**src/rtl/id_stage.sv**
```systemverilog
// Decode stage: one-entry pipeline register, 32x32 register file with writeback
// bypass, immediate generation, load-use interlock and branch/jump resolution.
module id_stage (
    input  logic         clk,
    input  logic         rst_n,
    input  logic         fs_to_ds_valid,
    input  logic [63:0]  if_id_bus_in,
    output logic         ds_allowin,
    input  logic         es_allowin,
    output logic         ds_to_es_valid,
    output logic [144:0] id_ex_bus_out,
    input  logic         wb_we,
    input  logic [4:0]   wb_waddr,
    input  logic [31:0]  wb_wdata,
    input  logic         es_load_valid,
    input  logic [4:0]   es_load_rd,
    output logic         br_taken,
    output logic [31:0]  br_target
);
    localparam logic [6:0] OP_LUI    = 7'b0110111;
    localparam logic [6:0] OP_AUIPC  = 7'b0010111;
    localparam logic [6:0] OP_JAL    = 7'b1101111;
    localparam logic [6:0] OP_JALR   = 7'b1100111;
    localparam logic [6:0] OP_BRANCH = 7'b1100011;
    localparam logic [6:0] OP_LOAD   = 7'b0000011;
    localparam logic [6:0] OP_STORE  = 7'b0100011;
    localparam logic [6:0] OP_IMM    = 7'b0010011;
    localparam logic [6:0] OP_REG    = 7'b0110011;

    logic               ds_valid_q, ds_valid_d;
    logic [63:0]        ds_bus_q, ds_bus_d;
    logic [31:0]        rf_q [32];
    logic [31:0]        inst, pc;
    logic [6:0]         opcode;
    logic [4:0]         rd, rs1, rs2;
    logic [2:0]         funct3;
    logic               funct7b5;
    logic [31:0]        imm, imm_i, imm_s, imm_b, imm_u, imm_j;
    logic [31:0]        rs1_data, rs2_data;
    logic signed [31:0] rs1_s, rs2_s;
    logic               uses_rs1, uses_rs2, rf_we;
    logic               load_use, ds_ready_go, is_jump, br_cond;

    assign inst     = ds_bus_q[63:32];
    assign pc       = ds_bus_q[31:0];
    assign opcode   = inst[6:0];
    assign rd       = inst[11:7];
    assign funct3   = inst[14:12];
    assign rs1      = inst[19:15];
    assign rs2      = inst[24:20];
    assign funct7b5 = inst[30];

    assign imm_i = {{20{inst[31]}}, inst[31:20]};
    assign imm_s = {{20{inst[31]}}, inst[31:25], inst[11:7]};
    assign imm_b = {{19{inst[31]}}, inst[31], inst[7], inst[30:25], inst[11:8], 1'b0};
    assign imm_u = {inst[31:12], 12'b0};
    assign imm_j = {{11{inst[31]}}, inst[31], inst[19:12], inst[20], inst[30:21], 1'b0};

    always_comb begin
        imm      = '0;
        uses_rs1 = 1'b0;
        uses_rs2 = 1'b0;
        rf_we    = 1'b0;
        case (opcode)
            OP_LOAD, OP_IMM, OP_JALR: begin imm = imm_i; uses_rs1 = 1'b1; rf_we = 1'b1; end
            OP_STORE:                 begin imm = imm_s; uses_rs1 = 1'b1; uses_rs2 = 1'b1; end
            OP_BRANCH:                begin imm = imm_b; uses_rs1 = 1'b1; uses_rs2 = 1'b1; end
            OP_LUI, OP_AUIPC:         begin imm = imm_u; rf_we = 1'b1; end
            OP_JAL:                   begin imm = imm_j; rf_we = 1'b1; end
            OP_REG:                   begin uses_rs1 = 1'b1; uses_rs2 = 1'b1; rf_we = 1'b1; end
            default:                  ;
        endcase
        if (rd == 5'd0) rf_we = 1'b0;
    end

    // Same-cycle writeback wins over the stored value; x0 is never bypassed.
    always_comb begin
        rs1_data = rf_q[rs1];
        rs2_data = rf_q[rs2];
        if (wb_we && wb_waddr != 5'd0 && wb_waddr == rs1) rs1_data = wb_wdata;
        if (wb_we && wb_waddr != 5'd0 && wb_waddr == rs2) rs2_data = wb_wdata;
    end

    assign load_use = es_load_valid && es_load_rd != 5'd0 &&
                      ((uses_rs1 && es_load_rd == rs1) || (uses_rs2 && es_load_rd == rs2));
    assign ds_ready_go    = !(ds_valid_q && load_use);
    assign ds_allowin     = !ds_valid_q || (ds_ready_go && es_allowin);
    assign ds_to_es_valid = ds_valid_q && ds_ready_go;

    assign rs1_s = $signed(rs1_data);
    assign rs2_s = $signed(rs2_data);

    always_comb begin
        br_cond = 1'b0;
        case (funct3)
            3'b000:  br_cond = (rs1_data == rs2_data);
            3'b001:  br_cond = (rs1_data != rs2_data);
            3'b100:  br_cond = (rs1_s < rs2_s);
            3'b101:  br_cond = (rs1_s >= rs2_s);
            3'b110:  br_cond = (rs1_data < rs2_data);
            3'b111:  br_cond = (rs1_data >= rs2_data);
            default: br_cond = 1'b0;
        endcase
    end

    assign is_jump   = (opcode == OP_JAL) || (opcode == OP_JALR);
    assign br_taken  = ds_to_es_valid && es_allowin &&
                       (is_jump || (opcode == OP_BRANCH && br_cond));
    assign br_target = (opcode == OP_JALR) ? ((rs1_data + imm_i) & ~32'd1)
                                           : (pc + ((opcode == OP_JAL) ? imm_j : imm_b));

    assign id_ex_bus_out = {rf_we, funct7b5, funct3, opcode, rd, imm, rs2_data, rs1_data, pc};

    // The fetch slot arriving alongside a taken redirect is the wrong path: drop it.
    always_comb begin
        ds_valid_d = ds_valid_q;
        ds_bus_d   = ds_bus_q;
        if (ds_allowin) begin
            ds_valid_d = fs_to_ds_valid && !br_taken;
            if (fs_to_ds_valid) ds_bus_d = if_id_bus_in;
        end
    end

    always_ff @(posedge clk or negedge rst_n) begin
        if (!rst_n) begin
            ds_valid_q <= 1'b0;
            ds_bus_q   <= '0;
        end else begin
            ds_valid_q <= ds_valid_d;
            ds_bus_q   <= ds_bus_d;
        end
    end

    always_ff @(posedge clk or negedge rst_n) begin
        if (!rst_n) begin
            for (int i = 0; i < 32; i++) rf_q[i] <= '0;
        end else if (wb_we && wb_waddr != 5'd0) begin
            rf_q[wb_waddr] <= wb_wdata;
        end
    end
endmodule

```
**config.mk**
```make
export PLATFORM = sky130hd
export DESIGN_NAME = id_stage
export DESIGN_NICKNAME = d
export VERILOG_FILES = /design/src/rtl/id_stage.sv
export SDC_FILE = /design/constraint.sdc
export NUM_CORES = 2
export LEC_CHECK = 0
export CORE_UTILIZATION = 45
export DETAILED_ROUTE_END_ITERATION = 8
export GPL_TIMING_DRIVEN = 1
export HOLD_SLACK_MARGIN = 0.03
export PLACE_DENSITY = 0.65
export SLEW_MARGIN = 40
export SYNTH_ARGS = -nofsm -noshare
export SYNTH_HDL_FRONTEND = slang
export SYNTH_SLANG_ARGS = --single-unit
```
**constraint.sdc**
```tcl
create_clock -name clk -period 6.6 [get_ports clk]
set_clock_uncertainty 0.2 [all_clocks]
set_input_delay 1.32 -clock clk [delete_from_list [all_inputs] [get_ports clk]]
set_output_delay 1.32 -clock clk [all_outputs]
set_load 0.01 [all_outputs]
```
==> flow_metrics.tcl <==
set metrics [dict create \
    ys_types 74 \
    violations "setup timing" \
    powerDensity_nw_per_um2 361.4 \
    placedInstanceArea_um2 71200 \
    ys_seq_elements 1089 \
    drv_slew 0 \
    die_width_um 374.0 \
    fin_ws_ns -0.7272 \
    vias 43090 \
    grt_util_all_layers 0.3034 \
    crit_type "reg2out" \
    slew_headroom 0.3703 \
    syn-num-nets 4485 \
    final_util 0.5648 \
    avgSynthCellArea_um2 14.55 \
    startpoint_type "flip-flop" \
    critical_path.max_fanout 7 \
    grt_pass1_wl_mm 310.3 \
    ant_nets 0 \
    area_growth_pct 24.54 \
    synth_area_um2 62280 \
    root_buffer "clkbuf_16" \
    period_needed_ns 7.327 \
    start_util 0.4535 \
    hold_path_class "reg2reg" \
    whs_ns 0.1936 \
    rsz0062_at_grt "true" \
    clk_path_buf_depth 3 \
    maxCapViolations 0 \
    totalWireLength_mm 211.5 \
    cellLeakagePower_uw 0.03364 \
    tightest_slew_ns 0.9445 \
    period_share 1.110 \
    path_clk_slew_ns 0.06 \
    fmax_mhz 136.5 \
    hpwl_mm 138.0 \
    required_ns 5.08 \
    setup-violations-final 24 \
    grt_pass1_vias 44300 \
    synth_ff_type "dfrtp_1" \
    drive_gt1_frac 0.5563 \
    fp-row-count 136 \
    routedWlPerCell_um 31.34 \
    endpoint_kind "primary output" \
    clock_sinks 1089 \
    fin_nets 5068 \
    vias_per_cell 6.385 \
    rr_worst_depth 19 \
    post-route-cell-area_um2 77560 \
    hold_violations 0 \
    async_flop_share 1.000 \
    fp.dieArea_um2 139900 \
    drt_first_pass_iters 7 \
    ir_worst_vdd_uv 241.3 \
    ctsHoldBuffers 0 \
    ios 292 \
    drc 0 \
    seq_area_frac_synth 0.4376 \
    finalPower_uw 28030 \
    htree_levels 3 \
    cp.arrival_ns 5.81 \
    synth-edff-count 0 \
    first_iter_violations 4547 \
    grt-ovfl-total 0 \
    ys_warn_count 0 \
    clkLatencyLatePin_ns 0.75 \
    cts_buffers 115 \
    whs_path_depth 0 \
    core-area_um2 137300 \
    portBuffers 291 \
    antenna_found_initial 8 \
    synth_cells 4279 \
    grt_start_max_net_pins 111 \
    die_h_um 374.0 \
    status "finished, violations left" \
    tritoncts "done" \
    gp_congestion 0.9194 \
]
[kinds of logic (layout without fill, tap and decap cells)]
group	Yosys count	in the layout	share of synthesized area
adders and majority gates	94	94	0.01913
other	0	1	0
DFF	1089	1089	0.4376
muxes	1752	1752	0.4313
AOI/OAI and AO/OA	364	364	0.03759
xor gates and xnor gates	69	69	0.009704
and+or+nand+nor	387	387	0.02845
buffers and inverters	524	1199	0.03624
[cells in the mapped netlist (all sizes together), types with 3 or more instances]
master | number | area (µm²)
inv | 50 | 187.7
or3 | 7 | 43.79
a211oi | 13 | 107.6
and3 | 8 | 50.05
nor3b | 5 | 37.54
a311oi | 3 | 26.28
nand3 | 15 | 80.08
xnor2 | 32 | 280.3
dfrtp | 1089 | 27250
buf | 153 | 864.6
nor4 | 6 | 43.79
or2 | 8 | 50.05
o31a | 3 | 26.28
mux4 | 639 | 14420
nor2 | 85 | 319.1
o221ai | 3 | 26.28
nand2 | 178 | 670.7
a31oi | 8 | 50.05
a21o | 62 | 465.5
ha | 92 | 1151
mux2i | 71 | 710.7
nand2b | 6 | 37.54
o2111ai | 5 | 50.04
a22o | 4 | 35.03
nand3b | 4 | 30.03
and2 | 7 | 46.30
nor3 | 20 | 100.1
nor2b | 14 | 87.58
o21a | 43 | 322.8
o31ai | 6 | 45.04
xor2 | 37 | 324.1
o21ai | 103 | 519.3
nand4 | 15 | 93.84
mux2 | 1042 | 11730
o21bai | 9 | 67.56
a21oi | 78 | 394.1
o22ai | 4 | 25.02
clkbuf | 320 | 1201
o211ai | 6 | 50.05
[worst paths after layout]
| path | from | end | slack (ns) |
|---|---|---|---|
| worst min-delay path | rf_q[1001] | rf_q[1001] | 0.19 |
| max in group asynchronous | rst_n | rf_q[564] | 4.23 |
| worst max-delay path | ds_bus_q[47] | br_taken | -0.73 |
| worst max register to register | ds_bus_q[47] | ds_valid_q | 1.25 |
| min in group asynchronous | rst_n | rf_q[517] | 0.31 |
| worst min register to register | rf_q[1001] | rf_q[1001] | 0.19 |
[repair_timing]
| action | in CTS | in global routing |
|---|---|---|
| cloned | 10 | 2 |
| pin swaps | 97 | 79 |
| setup buffers | 55 | 37 |
| hold endpoints to repair | 0 | 0 |
| resized for setup | 346 | 98 |
| setup endpoints to repair | 30 | 30 |
[metrics by stage]
step | std cells | setup TNS, ns | setup WS, ns
6_report | 6749 | -7.612 | -0.7272
3_3_place_gp | 6438 | -18.35 | -1.496
5_1_grt | 6749 | -10.38 | -0.8301
3_5_place_dp | 6451 | -21.29 | -1.490
2_1_floorplan | 4279 | 0 | 0.02499
4_1_cts | 6720 | -7.116 | -0.6327
[cells in the final DEF, fill, tap and decap left out, drive strengths merged, types with 7 or more instances in the layout]
cell type,instances
and3,8
xor2,37
a31oi,8
clkbuf,169
buf,672
mux4,639
inv,54
nand3,15
mux2,1042
a21o,62
o21ai,103
nand4,15
a21oi,78
ha,92
o21bai,9
a211oi,13
nor3,20
mux2i,71
clkinv,24
nor2,85
and2,7
or2,8
xnor2,32
nand2,178
clkdlybuf4s50,258
nor2b,14
bufinv,13
or3,7
dfrtp,1089
o21a,43
[flip-flops by register name, indices dropped and copies added, names as in the netlist]
signal      count
ds_bus_q       64
ds_valid_q      1
rf_q         1024
[power by group]
| part | internal, µW | total (µW) | switching [µW] |
|---|---|---|---|
| Combinational | 6700 | 12200 | 5460 |
| Sequential | 7940 | 8960 | 1010 |
| Clock | 4060 | 6910 | 2850 |
[area by class of cell]
type                    count  area, µm²
diodes                      1      2.502
clock buffers             165       3387
clock inverters            44      596.8
fillers                 10700      59760
inverters                  51      191.4
multi-input cells        2666      34220
flip-flops and latches   1089      27290
well taps                1794       2245
repair buffers            939       9629
[worst max-delay path, cell delays in order, from the launching register on]
cell and delay (ns):
dfrtp_4 0.44, buf_12 0.16, buf_16 0.15, buf_6 0.16, buf_4 0.14, mux4_1 0.55, mux4_2 0.54, mux2i_4 0.20
o21ai_1 0.13, ha_1 0.35, nand4_1 0.21, nor2_4 0.26, nand4_1 0.41, buf_4 0.32, nand2_4 0.08, o22ai_2 0.11
a22oi_2 0.20, nand2_1 0.07, mux2_4 0.29, a21oi_4 0.14, buf_6 0.12
[per-layer routing]
metal | wire length (µm) | GRT usage
met4 | 8023 | 0.1148
met2 | 97590 | 0.4661
met5 | 44 | 0
met3 | 18040 | 0.06376
met1 | 87790 | 0.4243
Note: power is estimated with default switching activity, not from simulation.
